===== src/rtl/if_fetch_pkg.sv =====
// Shared types for the instruction-fetch front end: FSM encoding and the
// {pc, inst} entry held in the response buffer.
package if_fetch_pkg;

    localparam int          INST_ADDR_W = 32;
    localparam int          INST_W      = 32;
    localparam logic [31:0] ZERO_WORD   = 32'h0000_0000;

    typedef enum logic [1:0] {
        FetchIdle  = 2'd0,
        FetchRun   = 2'd1,
        FetchFlush = 2'd2
    } fetch_state_e;

    typedef struct packed {
        logic [INST_ADDR_W-1:0] pc;
        logic [INST_W-1:0]      inst;
    } fetch_entry_t;

    localparam int ENTRY_W = $bits(fetch_entry_t);

endpackage


===== src/rtl/fetch_fifo.sv =====
// Small DEPTH-entry FIFO with synchronous clear; used both for the response
// buffer and for the PC tags of outstanding requests.
module fetch_fifo #(
    parameter  int DEPTH = 2,
    parameter  int WIDTH = 64,
    localparam int CW    = $clog2(DEPTH + 1)
) (
    input  logic             clk,
    input  logic             rst_n,
    input  logic             clear_i,
    input  logic             push_i,
    input  logic [WIDTH-1:0] push_data_i,
    input  logic             pop_i,
    output logic [WIDTH-1:0] head_o,
    output logic [CW-1:0]    count_o
);

    localparam int PW = (DEPTH > 1) ? $clog2(DEPTH) : 1;

    logic [WIDTH-1:0] mem_q [DEPTH];
    logic [PW-1:0]    wr_ptr_q, wr_ptr_d;
    logic [PW-1:0]    rd_ptr_q, rd_ptr_d;
    logic [CW-1:0]    count_q, count_d;
    logic             do_push, do_pop;

    function automatic logic [PW-1:0] ptr_inc(input logic [PW-1:0] p);
        return (p == PW'(DEPTH - 1)) ? '0 : p + PW'(1);
    endfunction

    always_comb begin
        // NOTE: every output of this block gets a default first, so no path leaves one unassigned and no latch is inferred.
        wr_ptr_d = wr_ptr_q;
        rd_ptr_d = rd_ptr_q;
        count_d  = count_q;
        do_pop   = pop_i && !clear_i && (count_q != '0);
        do_push  = push_i && !clear_i && ((count_q != CW'(DEPTH)) || do_pop);
        if (clear_i) begin
            wr_ptr_d = '0;
            rd_ptr_d = '0;
            count_d  = '0;
        end else begin
            if (do_push) wr_ptr_d = ptr_inc(wr_ptr_q);
            if (do_pop)  rd_ptr_d = ptr_inc(rd_ptr_q);
            case ({do_push, do_pop})
                2'b10:   count_d = count_q + CW'(1);
                2'b01:   count_d = count_q - CW'(1);
                default: count_d = count_q;
            endcase
        end
    end

    always_ff @(posedge clk or negedge rst_n) begin
        // NOTE: sequential state uses non-blocking assignments so every flop samples pre-edge values.
        if (!rst_n) begin
            wr_ptr_q <= '0;
            rd_ptr_q <= '0;
            count_q  <= '0;
        end else begin
            wr_ptr_q <= wr_ptr_d;
            rd_ptr_q <= rd_ptr_d;
            count_q  <= count_d;
        end
    end

    // NOTE: storage is not reset; count_q alone decides which entries are meaningful.
    always_ff @(posedge clk) begin
        if (do_push) mem_q[wr_ptr_q] <= push_data_i;
    end

    assign head_o  = mem_q[rd_ptr_q];
    assign count_o = count_q;

endmodule


===== src/rtl/if_fetch.sv =====
// Instruction-fetch front end: sequential PC generation, req/gnt/rvalid memory
// handshake, 2-entry response buffer and branch-redirect flushing.
module if_fetch
    import if_fetch_pkg::*;
#(
    parameter logic [31:0] RESET_PC = 32'h0000_0000,
    parameter int          DEPTH    = 2
) (
    input  logic        clk,
    input  logic        rst,
    input  logic        stall_i,
    input  logic        branch_flag_i,
    input  logic [31:0] branch_target_i,
    output logic        imem_req_o,
    output logic [31:0] imem_addr_o,
    input  logic        imem_gnt_i,
    input  logic        imem_rvalid_i,
    input  logic [31:0] imem_rdata_i,
    output logic [31:0] if_pc_o,
    output logic [31:0] if_inst_o,
    output logic        if_valid_o
);

    localparam int          CW      = $clog2(DEPTH + 1);
    localparam logic [CW:0] DEPTH_W = (CW + 1)'(DEPTH);

    fetch_state_e     state_q, state_d;
    logic [31:0]      fetch_pc_q, fetch_pc_d;
    logic [CW-1:0]    kill_cnt_q, kill_cnt_d;
    logic [CW-1:0]    tag_cnt, buf_cnt, out_d;
    logic [CW:0]      in_use;
    logic [31:0]      tag_head;
    fetch_entry_t     buf_entry, buf_head;
    logic             grant, rsp_ok;
    logic             buf_push, buf_pop, buf_clear;

    // Tag queue occupancy doubles as the outstanding-request count.
    fetch_fifo #(.DEPTH(DEPTH), .WIDTH(INST_ADDR_W)) u_tag_fifo (
        .clk         (clk),
        .rst_n       (rst),
        .clear_i     (1'b0),
        .push_i      (grant),
        .push_data_i (fetch_pc_q),
        .pop_i       (rsp_ok),
        .head_o      (tag_head),
        .count_o     (tag_cnt)
    );

    fetch_fifo #(.DEPTH(DEPTH), .WIDTH(ENTRY_W)) u_buf_fifo (
        .clk         (clk),
        .rst_n       (rst),
        .clear_i     (buf_clear),
        .push_i      (buf_push),
        .push_data_i (buf_entry),
        .pop_i       (buf_pop),
        .head_o      (buf_head),
        .count_o     (buf_cnt)
    );

    assign if_valid_o  = (buf_cnt != '0);
    assign if_pc_o     = if_valid_o ? buf_head.pc   : ZERO_WORD;
    assign if_inst_o   = if_valid_o ? buf_head.inst : ZERO_WORD;
    assign imem_addr_o = fetch_pc_q;

    always_comb begin
        state_d    = state_q;
        fetch_pc_d = fetch_pc_q;
        kill_cnt_d = kill_cnt_q;
        buf_clear  = 1'b0;
        buf_push   = 1'b0;
        buf_entry  = '{pc: tag_head, inst: imem_rdata_i};
        buf_pop    = if_valid_o && !stall_i && !branch_flag_i;
        in_use     = {1'b0, tag_cnt} + {1'b0, buf_cnt};

        // A head leaving this cycle frees its slot, so zero-wait memory streams one word per cycle.
        imem_req_o = (state_q == FetchRun) && !branch_flag_i &&
                     (in_use < DEPTH_W + {{CW{1'b0}}, buf_pop});
        grant      = imem_req_o && imem_gnt_i;
        rsp_ok     = imem_rvalid_i && (tag_cnt != '0);
        out_d      = tag_cnt + CW'(grant) - CW'(rsp_ok);

        if (rsp_ok) begin
            if (kill_cnt_q != '0) kill_cnt_d = kill_cnt_q - CW'(1);
            else                  buf_push   = !branch_flag_i;
        end
        if (grant) fetch_pc_d = fetch_pc_q + 32'd4;

        case (state_q)
            FetchIdle:  state_d = FetchRun;
            FetchRun:   state_d = FetchRun;
            FetchFlush: if (kill_cnt_d == '0) state_d = FetchRun;
            default:    state_d = FetchIdle;
        endcase

        // Everything in flight now belongs to the wrong path.
        if (branch_flag_i) begin
            buf_clear  = 1'b1;
            fetch_pc_d = branch_target_i;
            kill_cnt_d = out_d;
            state_d    = (out_d != '0) ? FetchFlush : FetchRun;
        end
    end

    always_ff @(posedge clk or negedge rst) begin
        if (!rst) begin
            state_q    <= FetchIdle;
            fetch_pc_q <= RESET_PC;
            kill_cnt_q <= '0;
        end else begin
            state_q    <= state_d;
            fetch_pc_q <= fetch_pc_d;
            kill_cnt_q <= kill_cnt_d;
        end
    end

endmodule


===== config.mk =====
export PLATFORM = sky130hd
export DESIGN_NAME = if_fetch
export DESIGN_NICKNAME = d
export VERILOG_FILES = /design/src/rtl/if_fetch_pkg.sv /design/src/rtl/fetch_fifo.sv /design/src/rtl/if_fetch.sv
export SDC_FILE = /design/constraint.sdc
export NUM_CORES = 1
export LEC_CHECK = 0
export CAP_MARGIN = 10
export CORE_UTILIZATION = 53
export DETAILED_ROUTE_END_ITERATION = 8
export GPL_TIMING_DRIVEN = 0
export PLACE_DENSITY = 0.8
export SYNTH_ARGS = -nofsm -noshare
export SYNTH_HDL_FRONTEND = slang
export SYNTH_SLANG_ARGS = --single-unit
export TNS_END_PERCENT = 50

===== constraint.sdc =====
create_clock -name clk -period 8.2 [get_ports clk]
set_input_delay 1.64 -clock clk [delete_from_list [all_inputs] [get_ports clk]]
set_output_delay 1.64 -clock clk [all_outputs]
set_load 0.01 [all_outputs]

==> tab_implementation.tex, run 1 <==
\begin{tabular}{lr}
\hline
Metric & Value \\
\hline
\multicolumn{2}{l}{\textbf{GRT}} \\
\quad Initial antenna violation count & 0 \\
\quad Via count of the first global-routing pass & 6568 \\
\quad Maximum number of pins on one net before global-route repair & 33 \\
\quad Total Routing Usage GR & 23.0\% \\
\quad First-pass GRT wire length & 34500 um \\
\quad Overall overflow remaining after global route & 0 \\
\multicolumn{2}{l}{\textbf{Drt}} \\
\quad Post-detailed-routing wire length & 21700 um \\
\quad Initial detailed-routing violation count & 430 \\
\quad Routed via count divided by cell count & 5.62 \\
\quad Vias after detailed routing & 6260 \\
\quad DRC viols & 32 \\
\quad Routed wirelength normalized by instance count & 19.5 um \\
\quad Antenna Nets Post-Route & 0 \\
\quad Detailed-router iteration count before antenna repair & 7 \\
\multicolumn{2}{l}{\textbf{Clocking}} \\
\quad CTS buffer count & 24 \\
\quad Total of hold buffers inserted after clock tree synthesis & 0 \\
\quad Insertion delay of the later-clocked pin in the worst-skew pair & 510 ps \\
\quad TritonCTS clock tree & done \\
\quad Clock sink count & 236 \\
\quad Max H-tree Level & 1 \\
\quad Cts repair resizes & 0 \\
\quad Number of setup buffers added after CTS & 0 \\
\quad Cell at the root of the clock tree & clkbuf\_16 \\
\quad Clock transition at path regs & 60 ps \\
\quad Number of buffers between clock root and the deepest sink & 3 \\
\multicolumn{2}{l}{\textbf{STA}} \\
\quad Slew at the pin closest to its max-slew limit & 870 ps \\
\quad Fin Setup TNS & 0 ps \\
\quad Final Hold Violating Endpoints & 0 \\
\quad Least setup slack across all paths after layout & 2920 ps \\
\quad Achievable Freq & 189 MHz \\
\quad Final critical delay including setup and external delays & 5280 ps \\
\quad Unrepaired setup endpoints after global routing & no \\
\quad Worst setup skew after layout & 13.2 ps \\
\quad Final-layout worst hold slack & 510 ps \\
\quad Count of pins over their slew limit & 0 \\
\quad Post-route clock period utilization & 64.4\% \\
\quad Worst slew margin relative to its limit & 42.0\% \\
\quad Number of endpoints failing setup at the final stage & 0 \\
\multicolumn{2}{l}{\textbf{Critical path}} \\
\quad Reg-to-reg endpoint & u\_tag\_fifo.mem\_q[1][27] \\
\quad Maximum net fanout on the critical path & 10 \\
\quad Worst EP required & 6560 ps \\
\quad Critical path endpoint & imem\_req\_o \\
\quad Kind of start point of the critical path & input port \\
\quad Crit path kind & input port to primary output \\
\quad Kind of end point of the critical path & primary output \\
\quad Launching instance or port of the critical path & branch\_flag\_i \\
\quad Crit path DAT & 3640 ps \\
\quad Worst setup slack for register-to-register paths & 4410 ps \\
\quad Number of cells on the worst reg-to-reg path & 8 \\
\quad Worst R2R Start & u\_tag\_fifo.count\_o[0] \\
\multicolumn{2}{l}{\textbf{Logic synthesis}} \\
\quad Count of mapped cells out of synthesis & 659 \\
\quad Leading cell types by total area after synthesis & edfxtp\_1 59\%, dfrtp\_1 11\%, mux2i\_1 6.9\% \\
\quad Share of synthesized area occupied by flip-flops and latches & 69.8\% \\
\quad Share of synthesized flip-flops with an asynchronous set or reset & 18.6\% \\
\quad Number of enable-type register cells in the synthesized netlist & 192 \\
\quad Number of different library cells in the post-synthesis netlist & 56 \\
\quad Top FF cell, synth & edfxtp\_1 \\
\quad Synthesized netlist net count & 734 \\
\quad Number of warnings issued by yosys & 0 \\
\quad Mean cell area of the mapped netlist & 14.9 um\^{}2 \\
\quad Cell type contributing the most total cell area after synthesis & edfxtp\_1 \\
\quad Mapped cell area & 9840 um\^{}2 \\
\quad Area share of the largest cell type after synthesis & 58.6\% \\
\quad Register bit total from synthesis & 236 \\
\multicolumn{2}{l}{\textbf{Placement}} \\
\quad HPWL after detailed placement & 15200 um \\
\quad Place WS & 2950 ps \\
\quad Gp weighted congestion & 0.899 \\
\quad Post-DP Area & 12000 um\^{}2 \\
\quad Port bufs & 166 \\
\quad Inst Count DP & 1069 \\
\multicolumn{2}{l}{\textbf{Floorplanning}} \\
\quad Full die area & 19100 um\^{}2 \\
\quad Starting utilization of the core area & 54.4\% \\
\quad Site row count & 49 \\
\quad Vertical extent of the die & 138 um \\
\quad Number of top-level pins & 168 \\
\quad CORE AREA & 18100 um\^{}2 \\
\quad Overall die width & 138 um \\
\multicolumn{2}{l}{\textbf{Min path}} \\
\quad Class of the worst hold path & flop to flop \\
\multicolumn{2}{l}{\textbf{Power and ir drop}} \\
\quad Leakage power figure & 4.36 nW \\
\quad Worst VDD drop & 195 uV \\
\quad P per Cell Area & 265 nW/um\^{}2 \\
\multicolumn{2}{l}{\textbf{Outcome}} \\
\quad Outcome & finished with violations \\
\quad Violated checks & design-rule violations \\
\multicolumn{2}{l}{\textbf{Job}} \\
\quad Number of max-cap violations & 0 \\
\multicolumn{2}{l}{\textbf{Cells and area}} \\
\quad Number of fillers in the final layout & 1142 \\
\quad Nets & 941 \\
\quad Area growth, synth to finish & 30.0\% \\
\quad Post-route insts no fill & 1113 \\
\quad Final standard cell area without fillers & 12800 um\^{}2 \\
\quad Layout cells sized above 1 & 12.8\% \\
\quad N\_diodes & 0 \\
\hline
\end{tabular}
## synth_stat cells (4+ instances only)
cell,instances
a21oi_1,8
mux2i_1,68
and2_1,5
xor2_1,5
ha_1,4
and4_1,7
nand3_1,12
and3_1,7
nand2_1,35
nand4_1,13
o21ai_1,6
nor3_1,9
nor2_1,74
o21ai_0,23
mux2_2,36
clkbuf_1,18
xnor2_1,14
a221o_1,5
buf_2,7
inv_1,6
buf_1,4
nor4_4,4
dfrtp_1,44
edfxtp_1,192
## cells by family after synthesis
family	count (synthesis)	share of synthesized area, %
fa+ha+maj	5	0.712
simple gates	186	9.96
xor+xnor	19	1.69
flops	236	69.8
mux	104	11.0
compound gates	69	4.94
buf+inv	40	1.86
## routing by layer
| metal | track usage (%) | share of wire (%) |
|---|---|---|
| met1 | 29.8 | 41 |
| met2 | 39.9 | 50 |
| met5 | 0 | 0 |
| met4 | 6.86 | 2.0 |
| met3 | 4.16 | 6.5 |
## how the worst min path moves through the flow
| stage | cells past startpoint | startpoint | endpoint |
|---|---|---|---|
| floorplan | 1 | state_q[0] | state_q[1] |
| global placement | 1 | state_q[0] | state_q[1] |
| detailed placement | 1 | state_q[0] | state_q[1] |
| CTS | 1 | state_q[0] | state_q[1] |
| global route | 0 | imem_addr_o[19] | u_tag_fifo.mem_q[1][19] |
| finish | 0 | imem_addr_o[19] | u_tag_fifo.mem_q[1][19] |
## through the flow
stage	util (%)	total power, mW
floorplan	-	1.99
global placement	65.2	2.29
detailed placement	66.3	2.33
CTS	70.7	3.40
global route	70.7	3.52
finish	70.7	3.39
## cell type report
type,instances,area [um^2],share of cell area [%]
Multi-Input combinational cell,383,2810,21.9
Clock inverter,12,109,0.851
Sequential cell,236,6870,53.7
Inverter,7,26.3,0.205
Buffer,33,156,1.22
Timing Repair Buffer,181,1850,14.5
Clock buffer,32,682,5.33
Tap cell,229,287,2.24
## power breakdown
group	total [mW]	switching (mW)	internal, mW
Clock	1.08	0.432	0.646
Sequential	1.55	0.0848	1.47
Combinational	0.758	0.393	0.366
Total	3.39	0.909	2.48
## registers in the layout, indices dropped and copies added (netlist names)
register / flops
u_tag_fifo.count_o: 2
u_buf_fifo.rd_ptr_q: 1
u_tag_fifo.wr_ptr_q: 1
u_tag_fifo.rd_ptr_q: 1
state_q: 2
u_buf_fifo.count_o: 2
u_buf_fifo.wr_ptr_q: 1
kill_cnt_q: 2
imem_addr_o: 32
u_buf_fifo.mem_q: 128
u_tag_fifo.mem_q: 64
## cell usage in the layout (no fill, tap or decap), types with 5 or more instances in the layout
cell type	count
a221o_1	5
o21ai_1	6
buf_2	8
buf_6	15
and3_1	7
inv_1	6
edfxtp_1	192
dfrtp_1	44
and4_1	7
nand3_1	12
clkdlybuf4s50_1	165
nor3_1	8
nor2_1	74
clkbuf_16	25
clkbuf_1	22
xor2_1	5
xnor2_1	14
a21oi_1	8
nand2_1	35
nand4_1	13
clkinv_1	7
mux2_2	36
o21ai_0	23
mux2i_1	68
## worst max-delay path, stage by stage
cell	delay (ps)
clkdlybuf4s50_1	500
buf_6	200
o41ai_4	550
and2_1	210
clkdlybuf4s50_1	540
Power figures use the tool's default switching activity.
==> inputs of run 2 (changes only) <==
- clock period: 8.2 -> 5.03 ns (I/O delays scaled with it)
==> run 2 against run 1 <==
The flow still finishes with violations (design-rule violations). Clock skew decreased by 3.9 ps. Combinational power increased by 64%. Final cell count decreased by 0.54%. Via count increased by 1.1%. Non-clock buffer count decreased by 3. Wire length increased by 0.78%. Clock power increased by 59%. Highest routed layer unchanged. Sequential cell count unchanged. Critical endpoint is now if_inst_o[30].
==> tab_implementation.tex, run 2 (synthesis results as in run 1) <==
\begin{tabular}{lr}
\hline
Metric & Value \\
\hline
\multicolumn{2}{l}{\textbf{Critical path}} \\
\quad Kind of start point of the critical path & flop \\
\quad Worst EP required & 4020 ps (-2540 ps) \\
\quad Number of cells on the worst reg-to-reg path & 8 (unchanged) \\
\quad Crit path kind & flop to primary output \\
\quad Crit path DAT & 3190 ps (-450 ps) \\
\quad Kind of end point of the critical path & primary output \\
\quad Maximum net fanout on the critical path & 10 (unchanged) \\
\multicolumn{2}{l}{\textbf{Cells and area}} \\
\quad Layout cells sized above 1 & 12.8\% (-0.027 points) \\
\quad Most common cell after layout, fill and taps aside & edfxtp\_1 \\
\quad Nets & 937 (-0.43\%) \\
\quad Largest register FFs & 128 (unchanged) \\
\quad Final standard cell area without fillers & 12800 um\^{}2 (-0.13\%) \\
\quad Register with the most flip-flops & u\_buf\_fifo.mem\_q \\
\quad Most frequent cells in the layout & 192 x edfxtp\_1, 165 x clkdlybuf4s50\_1, 74 x nor2\_1, 68 x mux2i\_1, 44 x dfrtp\_1 \\
\quad N\_diodes & 0 (unchanged) \\
\quad Area growth, synth to finish & 29.8\% \\
\multicolumn{2}{l}{\textbf{Outcome}} \\
\quad Violated checks & design-rule violations \\
\quad Outcome & finished with violations \\
\multicolumn{2}{l}{\textbf{Power and ir drop}} \\
\quad Relative contribution of combinational cells to total power & 22.6\% (+0.2 points) \\
\quad Leakage power figure & 4.35 nW (-0.17\%) \\
\quad Net Switching & 1.47 mW (+62\%) \\
\quad Net switching share of the total power & 26.8\% (-0.048 points) \\
\quad Worst VDD drop & 246 uV (+26\%) \\
\quad Cell internal power dissipation & 4.02 mW (+62\%) \\
\quad P per Cell Area & 430 nW/um\^{}2 (+62\%) \\
\quad Portion of total power attributed to the clock network & 31.3\% (-0.5 points) \\
\quad Share of total power in sequential cells & 46.1\% (+0.3 points) \\
\multicolumn{2}{l}{\textbf{Floorplanning}} \\
\quad Full die area & 19100 um\^{}2 (unchanged) \\
\quad Overall die width & 138 um (unchanged) \\
\quad Starting utilization of the core area & 54.4\% (unchanged) \\
\quad Site row count & 49 (unchanged) \\
\quad Number of top-level pins & 168 (unchanged) \\
\quad Vertical extent of the die & 138 um (unchanged) \\
\quad CORE AREA & 18100 um\^{}2 (unchanged) \\
\multicolumn{2}{l}{\textbf{STA}} \\
\quad Number of endpoints failing setup at the final stage & 0 (unchanged) \\
\quad Final critical delay including setup and external delays & 4190 ps \\
\quad Worst setup skew after layout & 9.26 ps (-3.94 ps) \\
\quad Achievable Freq & 239 MHz \\
\quad Least setup slack across all paths after layout & 839 ps (-2080 ps) \\
\quad Worst slew margin relative to its limit & 42.3\% (+0.29 points) \\
\quad Unrepaired setup endpoints after global routing & no \\
\quad Post-route clock period utilization & 83.3\% \\
\quad Count of pins over their slew limit & 0 (unchanged) \\
\quad Final Hold Violating Endpoints & 0 (unchanged) \\
\quad Slew at the pin closest to its max-slew limit & 865 ps (-5.27 ps) \\
\multicolumn{2}{l}{\textbf{Clocking}} \\
\quad Max H-tree Level & 1 (unchanged) \\
\quad Cell at the root of the clock tree & clkbuf\_16 \\
\quad Total of hold buffers inserted after clock tree synthesis & 0 (unchanged) \\
\quad Clock sink count & 236 (unchanged) \\
\quad TritonCTS clock tree & done \\
\quad Cts repair resizes & 0 (unchanged) \\
\quad Insertion delay of the later-clocked pin in the worst-skew pair & 500 ps (about the same) \\
\quad Number of buffers between clock root and the deepest sink & 3 (unchanged) \\
\quad Clock transition at path regs & 60 ps (about the same) \\
\quad CTS buffer count & 23 (-4.2\%) \\
\quad Number of setup buffers added after CTS & 0 (unchanged) \\
\multicolumn{2}{l}{\textbf{Placement}} \\
\quad Post-DP Area & 12000 um\^{}2 (about the same) \\
\quad Gp weighted congestion & 0.897 (-0.24\%) \\
\quad HPWL after detailed placement & 15100 um (-0.31\%) \\
\quad Place WS & 767 ps (-2180 ps) \\
\quad Port bufs & 166 (unchanged) \\
\multicolumn{2}{l}{\textbf{GRT}} \\
\quad Overall overflow remaining after global route & 0 (unchanged) \\
\quad Total Routing Usage GR & 23.1\% (+0.066 points) \\
\quad Initial antenna violation count & 0 (unchanged) \\
\quad Via count of the first global-routing pass & 6377 (-2.9\%) \\
\quad Maximum number of pins on one net before global-route repair & 36 (+9.1\%) \\
\quad First-pass GRT wire length & 34400 um (-0.14\%) \\
\multicolumn{2}{l}{\textbf{Drt}} \\
\quad Initial detailed-routing violation count & 510 (+19\%) \\
\quad Antenna Nets Post-Route & 0 (unchanged) \\
\quad Detailed-router iteration count before antenna repair & 7 (unchanged) \\
\quad Vias after detailed routing & 6326 (+1.1\%) \\
\quad Routed via count divided by cell count & 5.71 (+1.6\%) \\
\quad DRC viols & 28 (-13\%) \\
\quad Routed wirelength normalized by instance count & 19.7 um (+1.3\%) \\
\quad Post-detailed-routing wire length & 21800 um (+0.78\%) \\
\multicolumn{2}{l}{\textbf{Min path}} \\
\quad Class of the worst hold path & input port to async pin \\
\multicolumn{2}{l}{\textbf{Job}} \\
\quad Number of max-cap violations & 0 (unchanged) \\
\hline
\end{tabular}
## run 2: changes by cell type in the layout (fill, tap and decap cells not counted), moves of 2 or more
cell       delta
clkbuf_16     -2
clkinv_1      -5
buf_6         -6
clkbuf_8      +3
buf_16        +2
## run 2: power groups by stage
stage	Combinational (mW)	Sequential [mW]	Clock, mW
final	1.24	2.53	1.72
after global routing	1.33	2.55	1.83
after CTS	1.25	2.53	1.74
after detailed placement	1.24	2.56	0
after global placement	1.16	2.57	0
after floorplan	0.692	2.54	0
## run 2: final timing paths
kind                                             from                 endpoint  slack [ps]
worst min register to register         imem_addr_o[1]   u_tag_fifo.mem_q[0][1]         500
worst max register to register  u_tag_fifo.count_o[0]  u_tag_fifo.mem_q[1][27]        1180
min in group clk                       imem_addr_o[1]   u_tag_fifo.mem_q[0][1]         500
max in group asynchronous                         rst          imem_addr_o[29]        4170
worst min-delay path                              rst           imem_addr_o[9]         380
worst max-delay path            u_buf_fifo.count_o[1]            if_inst_o[30]         840
## run 2: cell type report
type	instances	area [um^2]
buffer	33	156
clock buffer	33	673
clock inverter	8	92.6
fill	1164	5320
inverter	7	26.3
multi-input combinational	383	2810
sequential	236	6870
tap	229	287
timing repair buffer	178	1860
## run 2: through the flow
step | total power, mW | util (%) | setup TNS, ps | std cells | hold slack (ps)
floorplan | 3.24 | - | -106830 | 659 | 446
global placement | 3.73 | 65.2 | -440810 | 1054 | 466
detailed placement | 3.80 | 66.4 | 0 | 1066 | 483
CTS | 5.52 | 70.6 | 0 | 1107 | 370
global route | 5.71 | 70.6 | 0 | 1107 | 371
finish | 5.49 | 70.6 | 0 | 1107 | 376
## run 2: routing by layer
layer	track usage [%]	wire, um	share of wire (%)
met3	3.95	1690	7.8
met1	29.9	8660	40
met2	40.4	11100	51
met5	0	0	0
met4	6.33	387	1.8
## run 2: worst max-delay path, cell delays in order (launching register included)
cell and delay (ps):
dfrtp_1 450, nor2_1 650, clkbuf_1 530, buf_1 400
nor2_1 140, clkdlybuf4s50_1 530
==> inputs of run 3 (changes only) <==
- clock period: 5.03 -> 4.37 ns (I/O delays scaled with it)
==> run 3 against run 2 <==
The flow still finishes with violations (design-rule violations). Worst setup slack worse by 430 ps. Clock skew increased by 7.6 ps. Final cell count shrank 0.36%. Sequential share of layout area is 0.47 points higher. Wire length shrank 2.8%. Sequential cell count unchanged. Cell area is 0.87% lower. Combinational power is 15% higher. Largest power group unchanged.
==> tab_implementation.tex, run 3 (synthesis results as in run 1) <==
\begin{tabular}{lr}
\hline
Metric & Value \\
\hline
\multicolumn{2}{l}{\textbf{GRT}} \\
\quad Met3 Use GR & 3.50\% (-0.45 points) \\
\quad Met1 GRT Util & 30.0\% (+0.060 points) \\
\quad Total Routing Usage GR & 22.7\% (-0.42 points) \\
\quad First-pass GRT wire length & 34000 um (-1.2\%) \\
\quad Overall overflow remaining after global route & 0 (unchanged) \\
\quad Initial antenna violation count & 0 (unchanged) \\
\quad Met2 track demand over resource in global routing & 38.9\% (-1.5 points) \\
\quad Maximum number of pins on one net before global-route repair & 33 (-8.3\%) \\
\quad Via count of the first global-routing pass & 6455 (+1.2\%) \\
\quad Busiest layer in global routing & met2 \\
\multicolumn{2}{l}{\textbf{Cells and area}} \\
\quad Layout cells sized above 1 & 11.3\% (-1.4 points) \\
\quad Post-route insts no fill & 1103 (-0.36\%) \\
\quad Largest register FFs & 128 (unchanged) \\
\quad Most common cell after layout, fill and taps aside & edfxtp\_1 \\
\quad Nets & 934 (-0.32\%) \\
\quad Most frequent cells in the layout & 192 x edfxtp\_1, 165 x clkdlybuf4s50\_1, 74 x nor2\_1, 68 x mux2i\_1, 44 x dfrtp\_1 \\
\quad Number of fillers in the final layout & 1202 (+3.3\%) \\
\quad Area growth, synth to finish & 28.7\% \\
\quad Register with the most flip-flops & u\_buf\_fifo.mem\_q \\
\quad Multi-input combinational cell area & 2820 um\^{}2 (+0.22\%) \\
\quad Utilization of the core after routing & 70.0\% (-0.62 points) \\
\quad Sequential cell area & 6870 um\^{}2 (unchanged) \\
\quad N\_diodes & 0 (unchanged) \\
\multicolumn{2}{l}{\textbf{Power and ir drop}} \\
\quad Portion of total power attributed to the clock network & 28.6\% (-2.7 points) \\
\quad Share of total power in sequential cells & 47.9\% (+1.8 points) \\
\quad P per Cell Area & 480 nW/um\^{}2 (+12\%) \\
\quad Worst VDD drop & 291 uV (+18\%) \\
\quad Relative contribution of combinational cells to total power & 23.4\% (+0.8 points) \\
\quad Cell internal power dissipation & 4.42 mW (+9.9\%) \\
\quad Net switching share of the total power & 27.3\% (+0.50 points) \\
\quad Leakage power figure & 4.27 nW (-1.9\%) \\
\quad Net Switching & 1.66 mW (+13\%) \\
\multicolumn{2}{l}{\textbf{STA}} \\
\quad Achievable Freq & 252 MHz \\
\quad Fin Setup TNS & 0 ps (unchanged) \\
\quad Worst setup skew after layout & 16.9 ps (+7.64 ps) \\
\quad Slew at the pin closest to its max-slew limit & 970 ps (+105 ps) \\
\quad Worst slew margin relative to its limit & 35.1\% (-7.2 points) \\
\quad Number of endpoints failing setup at the final stage & 0 (unchanged) \\
\quad Final Hold Violating Endpoints & 0 (unchanged) \\
\quad Count of pins over their slew limit & 0 (unchanged) \\
\quad Final-layout worst hold slack & 354 ps (-22.5 ps) \\
\quad Unrepaired setup endpoints after global routing & no \\
\quad Post-route clock period utilization & 90.7\% \\
\quad Final critical delay including setup and external delays & 3960 ps \\
\multicolumn{2}{l}{\textbf{Clocking}} \\
\quad Number of setup buffers added after CTS & 0 (unchanged) \\
\quad Total of hold buffers inserted after clock tree synthesis & 0 (unchanged) \\
\quad Clock sink count & 236 (unchanged) \\
\quad Clock transition at path regs & 60 ps (about the same) \\
\quad Insertion delay of the later-clocked pin in the worst-skew pair & 500 ps (about the same) \\
\quad Cts repair resizes & 0 (unchanged) \\
\quad Max H-tree Level & 1 (unchanged) \\
\quad CTS buffer count & 23 (unchanged) \\
\quad Cell at the root of the clock tree & clkbuf\_16 \\
\quad Number of buffers between clock root and the deepest sink & 3 (unchanged) \\
\quad TritonCTS clock tree & done \\
\multicolumn{2}{l}{\textbf{Placement}} \\
\quad Inst Count DP & 1063 (-0.28\%) \\
\quad HPWL after detailed placement & 14900 um (-1.6\%) \\
\quad Gp weighted congestion & 0.898 (+0.13\%) \\
\quad Port bufs & 166 (unchanged) \\
\multicolumn{2}{l}{\textbf{Drt}} \\
\quad Initial detailed-routing violation count & 493 (-3.3\%) \\
\quad Detailed-router iteration count before antenna repair & 8 (+1) \\
\quad Post-detailed-routing wire length & 21200 um (-2.8\%) \\
\quad Antenna Nets Post-Route & 0 (unchanged) \\
\quad Routed wirelength normalized by instance count & 19.2 um (-2.4\%) \\
\quad Vias after detailed routing & 6331 (+0.079\%) \\
\quad Routed via count divided by cell count & 5.74 (+0.44\%) \\
\quad DRC viols & 28 (unchanged) \\
\multicolumn{2}{l}{\textbf{Critical path}} \\
\quad Most common cell on crit path & nor2\_1 \\
\quad Worst path max stage delay & 610 ps (-40 ps) \\
\quad Worst EP required & 3500 ps (-520 ps) \\
\quad Crit path cell chain & nor2\_1, clkbuf\_1, buf\_1, nor2\_1, clkdlybuf4s50\_1 \\
\quad Crit path kind & flop to primary output \\
\quad Maximum net fanout on the critical path & 10 (unchanged) \\
\quad Cell with the biggest individual delay on the critical path & nor2\_1 \\
\quad Kind of end point of the critical path & primary output \\
\quad Kind of start point of the critical path & flop \\
\quad Crit path DAT & 3090 ps (-100 ps) \\
\multicolumn{2}{l}{\textbf{Min path}} \\
\quad Class of the worst hold path & input port to async pin \\
\multicolumn{2}{l}{\textbf{Floorplanning}} \\
\quad Full die area & 19100 um\^{}2 (unchanged) \\
\quad Overall die width & 138 um (unchanged) \\
\quad Site row count & 49 (unchanged) \\
\quad CORE AREA & 18100 um\^{}2 (unchanged) \\
\quad Starting utilization of the core area & 54.4\% (unchanged) \\
\quad Number of top-level pins & 168 (unchanged) \\
\quad Vertical extent of the die & 138 um (unchanged) \\
\multicolumn{2}{l}{\textbf{Job}} \\
\quad Number of max-cap violations & 0 (unchanged) \\
\multicolumn{2}{l}{\textbf{Outcome}} \\
\quad Outcome & finished with violations \\
\quad Violated checks & design-rule violations \\
\hline
\end{tabular}
-- run 3: changes by cell type in the layout (fill, tap and decap cells not counted), sizes merged --
cell / delta
clkinvlp: +1
clkinv: -2
inv: -1
buf: -3
bufinv: -2
clkbuf: +3
-- run 3: layer usage --
metal	wire (um)	part of all wire (%)
met4	479	2.3
met5	0	0
met2	10500	49
met3	1550	7.3
met1	8730	41
-- run 3: area by class of cell --
class,count,share of cell area (%)
buffer,33,1.24
clock buffer,36,4.93
clock inverter,4,0.168
inverter,7,0.208
multi-input combinational,383,22.3
sequential,236,54.2
tap,229,2.26
timing repair buffer,175,14.7
-- run 3: power by group through the flow --
stage	Combinational, mW	Sequential, mW	Clock, mW
6_report	1.42	2.91	1.74
4_1_cts	1.44	2.91	1.76
2_1_floorplan	0.800	2.92	0
5_1_grt	1.54	2.94	1.85
3_5_place_dp	1.42	2.95	0
3_3_place_gp	1.34	2.95	0
-- run 3: worst paths after layout --
check / cells past startpoint / end / slack (ps) / from
max: 5 / if_inst_o[27] / 410 / u_buf_fifo.count_o[1]
min: 1 / imem_addr_o[10] / 350 / rst
max reg2reg: 8 / u_tag_fifo.mem_q[1][24] / 540 / u_tag_fifo.count_o[0]
min reg2reg: 1 / state_q[1] / 500 / state_q[0]
max in group asynchronous: 2 / imem_addr_o[29] / 3480 / rst
min in group clk: 1 / state_q[1] / 500 / state_q[0]
-- run 3: per-stage QoR --
step                power, mW  area, um^2  setup slack, ps
finish                   6.07       12700              407
global route             6.33       12700              160
CTS                      6.11       12700              329
detailed placement       4.38       12000              230
global placement         4.29       11800            -2380
floorplan                3.72        9850             -282
-- run 3: critical path: cells and delay by family, from the launching register on --
kind          cells  cell delay (ps)
buf+inv           3             1420
simple gates      2              730
flops             1              460
